===== config.mk =====
export PLATFORM = sky130hd
export DESIGN_NAME = fetch_unit
export DESIGN_NICKNAME = d
export VERILOG_FILES = /design/src/rtl/fetch_unit.sv
export SDC_FILE = /design/constraint.sdc
export NUM_CORES = 1
export LEC_CHECK = 0
export ABC_AREA = 1
export BUFFER_PORTS_ARGS = -buffer_cell sky130_fd_sc_hd__buf_2
export CAP_MARGIN = 20
export CORE_MARGIN = 1
export CORE_UTILIZATION = 30
export DETAILED_ROUTE_END_ITERATION = 7
export HOLD_SLACK_MARGIN = 0.06
export SLEW_MARGIN = 10
export SYNTH_ARGS = -nofsm -noshare
export SYNTH_HDL_FRONTEND = slang
export SYNTH_SLANG_ARGS = --single-unit

===== constraint.sdc =====
create_clock -name clk -period 4 [get_ports clk]
set_clock_uncertainty 0.1 [all_clocks]
set_input_delay 0.2 -clock clk [delete_from_list [all_inputs] [get_ports clk]]
set_output_delay 0.2 -clock clk [all_outputs]
set_load 0.01 [all_outputs]

===== src/rtl/fetch_unit.sv =====
// fetch_unit: fetches 64-byte lines from the cache bus
// and streams 32-bit instructions to decode.
`ifndef SYSBUS_READ
`define SYSBUS_READ 1'b1
`endif
`ifndef SYSBUS_MEMORY
`define SYSBUS_MEMORY 4'b0001
`endif

module fetch_unit #(
  parameter int BUS_DATA_WIDTH = 64,
  parameter int BUS_TAG_WIDTH = 13,
  parameter logic [BUS_DATA_WIDTH-1:0] RESET_PC = '0,
  parameter int BEATS = 8
) (
  input  logic                      clk,
  input  logic                      reset,
  output logic                      bus_reqcyc,
  input  logic                      bus_reqack,
  output logic [BUS_DATA_WIDTH-1:0] bus_req,
  output logic [BUS_TAG_WIDTH-1:0]  bus_reqtag,
  input  logic                      bus_respcyc,
  output logic                      bus_respack,
  input  logic [BUS_DATA_WIDTH-1:0] bus_resp,
  input  logic [BUS_TAG_WIDTH-1:0]  bus_resptag,
  input  logic                      redirect,
  input  logic [BUS_DATA_WIDTH-1:0] redirect_pc,
  output logic                      instr_valid,
  input  logic                      instr_ready,
  output logic [31:0]               instr,
  output logic [BUS_DATA_WIDTH-1:0] instr_pc
);

  localparam int CW = $clog2(BEATS);
  localparam int LW = BEATS * BUS_DATA_WIDTH;
  localparam logic [CW-1:0] LAST = CW'(BEATS - 1);
  localparam logic [BUS_TAG_WIDTH-1:0] REQ_TAG =
    {`SYSBUS_READ, `SYSBUS_MEMORY, 8'h00};

  typedef enum logic [2:0] {
    INIT, REQ, ACK_WAIT, RESP, DRAIN
  } state_e;

  state_e                    state_q, state_d;
  logic [BUS_DATA_WIDTH-1:0] pc_q, pc_d;
  logic                      flush_q, flush_d;
  logic [CW-1:0]             beat_q, beat_d;
  logic                      ack_q, ack_d;
  logic [LW-1:0]             line_q, line_d;

  logic [BUS_DATA_WIDTH-1:0] rpc;
  logic [8:0]                boff;
  logic [8:0]                woff;

  assign rpc  = redirect_pc & ~BUS_DATA_WIDTH'(3);
  assign boff = {beat_q, 6'b0};
  assign woff = {pc_q[5:2], 5'b0};

  always_ff @(posedge clk or negedge reset) begin
    if (!reset) begin
      state_q <= INIT;
      pc_q    <= RESET_PC;
      flush_q <= 1'b0;
      beat_q  <= '0;
      ack_q   <= 1'b0;
      line_q  <= '0;
    end else begin
      state_q <= state_d;
      pc_q    <= pc_d;
      flush_q <= flush_d;
      beat_q  <= beat_d;
      ack_q   <= ack_d;
      line_q  <= line_d;
    end
  end

  always_comb begin
    state_d = state_q;
    pc_d    = pc_q;
    flush_d = flush_q;
    beat_d  = beat_q;
    ack_d   = 1'b0;
    line_d  = line_q;
    unique case (state_q)
      INIT: begin
        state_d = REQ;
        if (redirect) pc_d = rpc;
      end
      REQ: begin
        if (redirect) pc_d = rpc;
        if (bus_reqack) begin
          state_d = RESP;
          beat_d  = '0;
          if (redirect) flush_d = 1'b1;
        end
      end
      ACK_WAIT, RESP: begin
        if (state_q == ACK_WAIT) state_d = RESP;
        if (redirect) begin
          flush_d = 1'b1;
          pc_d    = rpc;
        end
        if (bus_respcyc) begin
          line_d[boff +: BUS_DATA_WIDTH] = bus_resp;
          ack_d = 1'b1;
        end
        // beat_cnt advances with the ack, not with the data
        if (ack_q) begin
          beat_d = beat_q + CW'(1);
          if (beat_q == LAST) begin
            flush_d = 1'b0;
            state_d = (flush_q || redirect) ? REQ : DRAIN;
          end
        end
      end
      DRAIN: begin
        if (instr_ready) begin
          pc_d = pc_q + BUS_DATA_WIDTH'(4);
          if (pc_q[5:2] == 4'hF) state_d = REQ;
        end
        if (redirect) begin
          pc_d    = rpc;
          state_d = REQ;
        end
      end
      default: state_d = INIT;
    endcase
  end

  assign bus_reqcyc  = (state_q == REQ);
  assign bus_req     = bus_reqcyc ? {pc_q[BUS_DATA_WIDTH-1:6], 6'b0} : '0;
  assign bus_reqtag  = bus_reqcyc ? REQ_TAG : '0;
  assign bus_respack = ack_q;
  assign instr_valid = (state_q == DRAIN);
  assign instr       = instr_valid ? line_q[woff +: 32] : '0;
  assign instr_pc    = instr_valid ? pc_q : '0;

  a_beat_overlap: assert property (
    @(posedge clk) disable iff (!reset)
    !(ack_q && bus_respcyc));

  a_resp_tag: assert property (
    @(posedge clk) disable iff (!reset)
    bus_respcyc |-> bus_resptag == REQ_TAG);

endmodule

==> metrics.sh, run 1 <==
OUTCOME='finished, final reports clean'
DIE_SPAN_IN_Y_UM=321
CLASS_OF_THE_MOST_CRITICAL_HOLD_TIMING_PATH='primary input to async pin'
REGAREA_SQ_UM=14600
SEQPWRFRAC=0.408
CTS_REPAIR_RESIZES=0
SWSHARE=0.357
FP.COREAREA_SQ_UM=100000
GRT_USAGE=0.210
POST_SYNTH_INST_COUNT=4111
DRV.MAX_CAP_VIOLATION_COUNT=0
TIMING_WORST_SLEW_PIN_VALUE_NS=1.09
REG_TO_REG_END='line_q[409]$_DFFE_PN0P_'
INITIAL_CORE_UTIL=0.304
END_KIND='output pin'
CLKSINKCOUNT=582
TIMING.REG2REG.SETUP_SLACK_NS=0.93
CRITPATHCAPTURE='instr[16]'
CTSHTREEMAXLEVEL=3
SEQ_AREA_FRAC_SYNTH=0.478
NNETSFINAL=4542
RR_STARTPOINT='beat_q[0]$_DFFE_PN0P_'
TIMING.FINAL.CRIT_SHARE=0.901
FINAL_CELL_COUNT_NO_FILL=5802
WORST-R2R-CELL-COUNT=7
WORSTPATHREQUIRED_NS=3.70
TNS_NS=0
CRIT_TYPE='register to output pin'
TRITONCTS='yes'
GLOBALPLACE.CONGESTION=0.956
GRT_SETUP_UNREPAIRED='false'
WORST_SETUP_PATH_STARTPOINT='pc_q[2]$_DFFE_PN0P_'
ARRIVAL_NS=3.31
INTERNAL_POWER_W=0.0134
MAXIMUM_CLOCK_INSERTION_BUFFER_COUNT=3
GRT_OVERFLOW_TOTAL=0
TIMING_HOLD_VIOLATIONS_FINAL=0
POWER.IR.VDD_WORST_mV=0.421
COUNT_OF_PINS_OVER_THEIR_SLEW_LIMIT=0
CLK-INSERTION-DELAY-LATE_NS=0.62
POST_CTS_HOLD_BUFFER_COUNT=133
START_KIND='register'
DETAIL_ROUTE.VIAS_PER_CELL=5.03
GRT_PASS1_WL_MM=168
CTS_POST_SETUP_BUFFERS_INSERTED=0
CLOCKROOTBUFFER='sky130_fd_sc_hd__clkbuf_16'
CLOCK_TRANSITION_AT_THE_REGISTER_CLOCK_PINS_ON_THE_WORST_SETUP_AND_HOLD_PATHS_AFTER_CTS_NS=0.06
TOTAL_POWER_DIVIDED_BY_CELL_AREA_nW_PER_UM2=567
SYNTH-WARNING-COUNT=0
FIRST_GLOBAL_VIAS=27500
DIE-WIDTH_UM=321
REMAINING_DRC_ERRORS=0
POST_ROUTE_CELLS_DRIVE_ABOVE_1_SHARE=0.118
GRT_START_MAX_NET_PINS=188
BOUNDARYPINS=323
FINAL_PERIOD_MINUS_WORST_SETUP_SLACK_NS=3.61
NUMBER_OF_CLOCK_BUFFERS_INSERTED_BY_TRITONCTS=70
MAX_CLOCK_FREQ_MHz=277
ROUTED-VIA-COUNT=29200
PLACE.DETAILED.INSTANCES=5538
SYNTHTOLAYOUTAREAGROWTH_PCT=20.5
FLOP_AND_LATCH_COUNT_OUT_OF_SYNTHESIS=582
P_LEAK_nW=17.4
POST_SYNTH_INSTANCE_AREA_SQ_UM=30500
ROUTEDWLPERCELL_UM=19.0
MULTIINPUTGATEAREA_SQ_UM=13300
FINAL.FILL_COUNT=10700
ROWS=116
DRT-INITIAL-DRC-COUNT=2521
CLOCK_POWER_SHARE=0.316
LARGEST_FANOUT_ON_THE_CRITICAL_PATH=164
IO_BUFFERS=288
DRT_FIRST_PASS_ITERS=5
SYN_AVG_CELL_AREA_SQ_UM=7.42
SWITCHING_POWER_W=0.00743
MAX_SLEW_MARGIN=0.273
HPWL_MM=68.3
SYNTH_CELL_TYPE_COUNT=44
POWER.COMBINATIONAL.FRACTION=0.276
NUMBER_OF_ANTENNA_VIOLATIONS_AT_THE_FIRST_CHECK_IN_GLOBAL_ROUTING=7
TIMING.FINAL.SETUP_VIOLATIONS=0
DETAIL-ROUTE-ANTENNA-NETS=0
ROUTE.FINAL.WIRE_LENGTH_MM=110
FLOORPLAN.DIE_AREA_SQ_UM=103000
placed cells by master, fill, tap and decap left out, types with 2 or more instances in the layout:
master                          netlist  routed
sky130_fd_sc_hd__a21oi_1            210     210
sky130_fd_sc_hd__a22oi_1              3       3
sky130_fd_sc_hd__a31oi_1             30      30
sky130_fd_sc_hd__buf_12               0      19
sky130_fd_sc_hd__buf_2               89     287
sky130_fd_sc_hd__buf_4               32      44
sky130_fd_sc_hd__bufinv_16            0       5
sky130_fd_sc_hd__clkbuf_1           145      17
sky130_fd_sc_hd__clkbuf_16            0      71
sky130_fd_sc_hd__clkbuf_8             0      14
sky130_fd_sc_hd__clkinv_2             0      13
sky130_fd_sc_hd__conb_1               1      19
sky130_fd_sc_hd__dfrtp_1            582     579
sky130_fd_sc_hd__dfrtp_4              0       2
sky130_fd_sc_hd__diode_2              0       3
sky130_fd_sc_hd__dlygate4sd3_1        0     133
sky130_fd_sc_hd__ha_1                 7       7
sky130_fd_sc_hd__inv_1              324     322
sky130_fd_sc_hd__inv_16               0       2
sky130_fd_sc_hd__inv_2               16      16
sky130_fd_sc_hd__nand2_1            972     968
sky130_fd_sc_hd__nand2_2              7       7
sky130_fd_sc_hd__nand2_4              2       6
sky130_fd_sc_hd__nand3_1            178     178
sky130_fd_sc_hd__nand4_1             15      15
sky130_fd_sc_hd__nor2_1             576     575
sky130_fd_sc_hd__nor2_2              10       7
sky130_fd_sc_hd__nor2_4               8      12
sky130_fd_sc_hd__nor2_8               2       2
sky130_fd_sc_hd__nor3_1              12      12
sky130_fd_sc_hd__o211ai_1            17      17
sky130_fd_sc_hd__o21a_1              25      25
sky130_fd_sc_hd__o21ai_0            557     557
sky130_fd_sc_hd__o21ai_1            113     113
sky130_fd_sc_hd__o21bai_1             6       6
sky130_fd_sc_hd__o22ai_1             57      57
sky130_fd_sc_hd__o31ai_1             57      57
sky130_fd_sc_hd__or2_2                5       5
sky130_fd_sc_hd__xor2_1              10      10
layout make-up:
class | count | area share
flip-flops and latches | 582 | 0.397
multi-input cells | 2908 | 0.362
repair buffers | 485 | 0.0958
clock buffers | 102 | 0.0553
well taps | 1357 | 0.0462
inverters | 341 | 0.0351
clock inverters | 24 | 0.00865
diodes | 3 | 0.000204
flip-flops by register name (all words and copies together) (netlist names):
register	flops
beat_q	3
state_q	3
flush_q	1
pc_q	62
line_q	512
bus_respack	1
Yosys cell counts, drive strengths merged:
cell type    n  area, sq um
conb         1         3.75
o21ai      670         3350
a211oi       1         7.51
a21boi       1         7.51
ha           7         87.6
o211ai      17          128
xor2        10         87.6
nor2       596         2350
a31oi       30          188
nor3        14         86.3
buf        152          922
a22oi        3         22.5
o31ai       58          440
o41ai        1         8.76
a21oi      210         1050
a32oi        1         8.76
nand3b       1         7.51
o21bai       6         45.0
clkbuf     146          549
inv        341         1280
o22ai       57          357
dfrtp      582        14600
nand2      981         3710
and2         1         6.26
nand3      179          901
or2          5         31.3
o21a        25          188
nand4       15         93.8
through the flow:
stage	hold slack (ns)	setup WS (ns)	area (sq um)	utilization	total power [W]
5_1_grt	0.148	0.209	36700	0.366	0.0221
3_3_place_gp	0.191	1.02	33000	0.329	0.0140
6_report	0.0735	0.395	36700	0.366	0.0208
3_5_place_dp	0.188	0.952	33000	0.329	0.0142
4_1_cts	0.118	0.442	36700	0.365	0.0209
2_1_floorplan	-0.196	1.91	30600	-	0.0122
critical path, stage by stage (launching register included):
cell and delay (ns):
sky130_fd_sc_hd__dfrtp_4 0.55, sky130_fd_sc_hd__inv_8 0.58, sky130_fd_sc_hd__buf_4 0.41, sky130_fd_sc_hd__o21ai_1 0.12
sky130_fd_sc_hd__nand3_1 0.08, sky130_fd_sc_hd__o211ai_1 0.09, sky130_fd_sc_hd__a21oi_1 0.48, sky130_fd_sc_hd__buf_2 0.23
power groups by stage:
stage | registers [W] | logic (W) | clock network [W]
floorplan | 0.00833 | 0.00385 | 0
global placement | 0.00852 | 0.00550 | 0
detailed placement | 0.00857 | 0.00560 | 0
CTS | 0.00848 | 0.00573 | 0.00669
global route | 0.00870 | 0.00650 | 0.00691
finish | 0.00849 | 0.00575 | 0.00657
per-layer routing:
metal	up-vias	track usage	part of all wire
li1	13900	-	-
met4	10	0.0646	0.029
met5	-	0	0.00051
met2	1088	0.350	0.47
met3	181	0.0310	0.065
met1	14000	0.280	0.44
worst min-delay path by stage:
stage	startpoint	endpoint	slack [ns]	depth (start not counted)
3_3_place_gp	reset	line_q[436]$_DFFE_PN0P_	0.19	1
5_1_grt	reset	line_q[244]$_DFFE_PN0P_	0.15	2
4_1_cts	reset	line_q[148]$_DFFE_PN0P_	0.12	2
6_report	reset	line_q[148]$_DFFE_PN0P_	0.07	2
3_5_place_dp	reset	line_q[148]$_DFFE_PN0P_	0.19	1
2_1_floorplan	reset	beat_q[0]$_DFFE_PN0P_	-0.20	0
cells by family after synthesis:
group,synth area share
flip-flops,0.478
other,0.000123
buffers and inverters,0.0903
adder cells (fa/ha/maj),0.00287
AO/OA/AOI/OAI,0.190
AND/OR/NAND/NOR,0.236
XOR/XNOR,0.00287
Note: power is estimated with default switching activity, not from simulation.
==> run 2: changes to the inputs <==
--- a/config.mk
+++ b/config.mk
@@ -14,2 +14,3 @@
 export HOLD_SLACK_MARGIN = 0.06
+export SETUP_SLACK_MARGIN = 0.05
 export SLEW_MARGIN = 10
==> constraint.sdc (replaced) <==
create_clock -name clk -period 4 [get_ports clk]
set_clock_uncertainty 0.1 [all_clocks]
set_input_delay 0.6 -clock clk [delete_from_list [all_inputs] [get_ports clk]]
set_output_delay 0.6 -clock clk [all_outputs]
set_load 0.01 [all_outputs]
==> run 2 against run 1 <==
Fmax decreased by 6.0%. Sequential cell count is the same. Combinational power decreased by 2%. Clock power up 1%. Via count down 1.7%. Non-clock buffer count decreased by 127. Count of clock-buffer cells in the layout is 9 higher. Critical path depth grew 1. First-iteration DRC count is 5.8% higher. Highest routed layer unchanged. Global-route usage decreased by 0.17 points. Largest cell class unchanged. Final area down 3.3%. Sequential power is essentially flat.
==> metrics.sh, run 2 (synthesis gave the netlist of run 1 again) <==
CTS_POST_SETUP_BUFFERS_INSERTED=0
CRITICAL_PATH.MOST_COMMON_CELL='sky130_fd_sc_hd__nand2_1'
ROWS=116
MULTIINPUTGATEAREA_SQ_UM=13300
POST_ROUTE_CELLS_DRIVE_ABOVE_1_SHARE=0.123
FLOORPLAN.DIE_AREA_SQ_UM=103000
GR-USAGE-MET3=0.0354
TIMING.FINAL.SETUP_VIOLATIONS=0
CRIT_SLOWEST_CELL='sky130_fd_sc_hd__nor2_4'
MAX_SLEW_MARGIN=0.318
DETAIL-ROUTE-ANTENNA-NETS=0
NNETSFINAL=4416
TIMING_WORST_SLEW_PIN_VALUE_NS=1.02
DRV.MAX_CAP_VIOLATION_COUNT=0
GLOBALPLACE.CONGESTION=0.952
REMAINING_DRC_ERRORS=0
CLKSINKCOUNT=582
INTERNAL_POWER_W=0.0133
GLOBAL_ROUTE.USAGE.MET1=0.274
FINAL_PERIOD_MINUS_WORST_SETUP_SLACK_NS=3.84
TOTAL_POWER_DIVIDED_BY_CELL_AREA_nW_PER_UM2=584
HPWL_MM=68.9
DRT_FIRST_PASS_ITERS=5
PLACE.DETAILED.INSTANCES=5545
SWITCHING_POWER_W=0.00743
DIE-WIDTH_UM=321
LAYER_CARRYING_THE_MOST_GLOBAL_ROUTE_USAGE='met2'
LARGEST_REGISTERS='line_q: 512 flops, pc_q: 62 flops'
LAYOUT.CELLS.MOST_COMMON_LIST='sky130_fd_sc_hd__nand2_1 (968), sky130_fd_sc_hd__dfrtp_1 (579), sky130_fd_sc_hd__nor2_1 (575)'
GLOBAL_ROUTE.USAGE.MET2=0.346
ROUTED-VIA-COUNT=28700
NUMBER_OF_CLOCK_BUFFERS_INSERTED_BY_TRITONCTS=71
BOUNDARYPINS=323
CLOCK_TRANSITION_AT_THE_REGISTER_CLOCK_PINS_ON_THE_WORST_SETUP_AND_HOLD_PATHS_AFTER_CTS_NS=0.06
POWER.COMBINATIONAL.FRACTION=0.272
FINAL.FILL_COUNT=10700
ROUTEDWLPERCELL_UM=19.1
FP.COREAREA_SQ_UM=100000
LARGEST_FANOUT_ON_THE_CRITICAL_PATH=14
TIMING_HOLD_VIOLATIONS_FINAL=0
END_KIND='output pin'
FINAL_CELL_COUNT_NO_FILL=5674
TNS_NS=0
SWSHARE=0.358
SEQPWRFRAC=0.408
CLK-INSERTION-DELAY-LATE_NS=0.63
POWER.IR.VDD_WORST_mV=0.353
SYNTHTOLAYOUTAREAGROWTH_PCT=16.5
MAX_CLOCK_FREQ_MHz=261
REGAREA_SQ_UM=14600
DRT-INITIAL-DRC-COUNT=2666
NUMBER_OF_ANTENNA_VIOLATIONS_AT_THE_FIRST_CHECK_IN_GLOBAL_ROUTING=15
DETAIL_ROUTE.VIAS_PER_CELL=5.05
CLOCK_POWER_SHARE=0.320
DIE_SPAN_IN_Y_UM=321
START_KIND='register'
WORSTPATHREQUIRED_NS=3.30
GRT_START_MAX_NET_PINS=127
TOP_REGISTER='line_q'
GRT_OVERFLOW_TOTAL=0
CLOCKROOTBUFFER='sky130_fd_sc_hd__clkbuf_16'
WORSTPATHBUFFERINVERTERCOUNT=4
TIMING.FINAL.CRIT_SHARE=0.959
FIRST_GLOBAL_VIAS=27100
LARGEST_REGISTER_FF_COUNT=512
CTSHTREEMAXLEVEL=3
ARRIVAL_NS=3.14
IO_BUFFERS=288
WORST_PATH_DOMINANT_CELL_FAMILY='buffers and inverters'
CLASS_OF_THE_MOST_CRITICAL_HOLD_TIMING_PATH='primary input to register'
P_LEAK_nW=16.9
CRITPATHMAXSTAGEDELAY_NS=0.57
CRIT_CHAIN='inv_2 -> nor2_4 -> buf_4 -> nand2_1 -> nand2_1 -> inv_1 -> a21oi_1 -> buf_2'
GRT_PASS1_WL_MM=166
MAXIMUM_CLOCK_INSERTION_BUFFER_COUNT=3
GRT_SETUP_UNREPAIRED='false'
OUTCOME='finished, final reports clean'
TRITONCTS='yes'
GRT_USAGE=0.208
LEADING_CELL_TYPE_IN_THE_LAYOUT_FILL_AND_TAPS_EXCLUDED='sky130_fd_sc_hd__nand2_1'
ROUTE.FINAL.WIRE_LENGTH_MM=108
INITIAL_CORE_UTIL=0.304
COUNT_OF_PINS_OVER_THEIR_SLEW_LIMIT=0
CRIT_TYPE='register to output pin'
run 2: layer usage:
layer | part of all wire | vias to the layer above | wire [um]
met4 | 0.033 | 20 | 3540
met5 | 0.0012 | - | 132
met3 | 0.065 | 215 | 7000
met1 | 0.43 | 13700 | 47100
li1 | - | 13700 | -
met2 | 0.47 | 1073 | 50600
run 2: timing repair:
item / 4_1_cts / 5_1_grt
endpoints found under the hold margin: 45 / 0
resized for setup: 0 / 1
setup endpoints to repair: 0 / 3
hold buffers: 1 / 0
run 2: power by group through the flow:
stage	sequential, W	combinational (W)	clock, W
2_1_floorplan	0.00833	0.00385	0
3_3_place_gp	0.00851	0.00551	0
3_5_place_dp	0.00855	0.00562	0
4_1_cts	0.00847	0.00565	0.00679
5_1_grt	0.00868	0.00638	0.00700
6_report	0.00848	0.00564	0.00664
run 2: cell type report:
| cell class | instances | area share |
|---|---|---|
| Sequential cell | 582 | 0.410 |
| Multi-Input combinational cell | 2908 | 0.374 |
| Timing Repair Buffer | 358 | 0.0631 |
| Clock buffer | 111 | 0.0613 |
| Tap cell | 1357 | 0.0478 |
| Inverter | 341 | 0.0364 |
| Clock inverter | 16 | 0.00686 |
| Antenna cell | 1 | 0.0000704 |
run 2: path summary, 6_finish.rpt:
check / startpoint / end / slack (ns) / cells past startpoint
worst max-delay path: pc_q[5]$_DFFE_PN0P_ / instr[16] / 0.16 / 8
worst min-delay path: bus_resp[28] / line_q[156]$_DFFE_PN0P_ / 0.11 / 3
worst max register to register: beat_q[0]$_DFFE_PN0P_ / line_q[427]$_DFFE_PN0P_ / 0.76 / 6
worst min register to register: line_q[106]$_DFFE_PN0P_ / line_q[106]$_DFFE_PN0P_ / 0.37 / 2
max in group asynchronous: reset / pc_q[4]$_DFFE_PN0P_ / 2.29 / 3
min in group asynchronous: reset / line_q[220]$_DFFE_PN0P_ / 0.37 / 2
run 2: worst reg2reg max path, cell delays in order (launching register included):
cell                      delay (ns)
sky130_fd_sc_hd__dfrtp_1        0.51
sky130_fd_sc_hd__inv_2          0.12
sky130_fd_sc_hd__ha_1           0.66
sky130_fd_sc_hd__inv_2          0.27
sky130_fd_sc_hd__nor2_4         0.49
sky130_fd_sc_hd__inv_2          0.54
sky130_fd_sc_hd__o31ai_1        0.46
run 2: per-stage QoR:
| stage | setup WS [ns] | hold slack, ns | utilization | cell area [sq um] | power (W) |
|---|---|---|---|---|---|
| 2_1_floorplan | 1.76 | 0.204 | - | 30600 | 0.0122 |
| 3_3_place_gp | 0.776 | 0.357 | 0.330 | 33100 | 0.0140 |
| 3_5_place_dp | 0.779 | 0.360 | 0.330 | 33100 | 0.0142 |
| 4_1_cts | 0.0944 | 0.0873 | 0.354 | 35500 | 0.0209 |
| 5_1_grt | 0.0627 | 0.104 | 0.354 | 35500 | 0.0221 |
| 6_report | 0.164 | 0.114 | 0.354 | 35500 | 0.0208 |
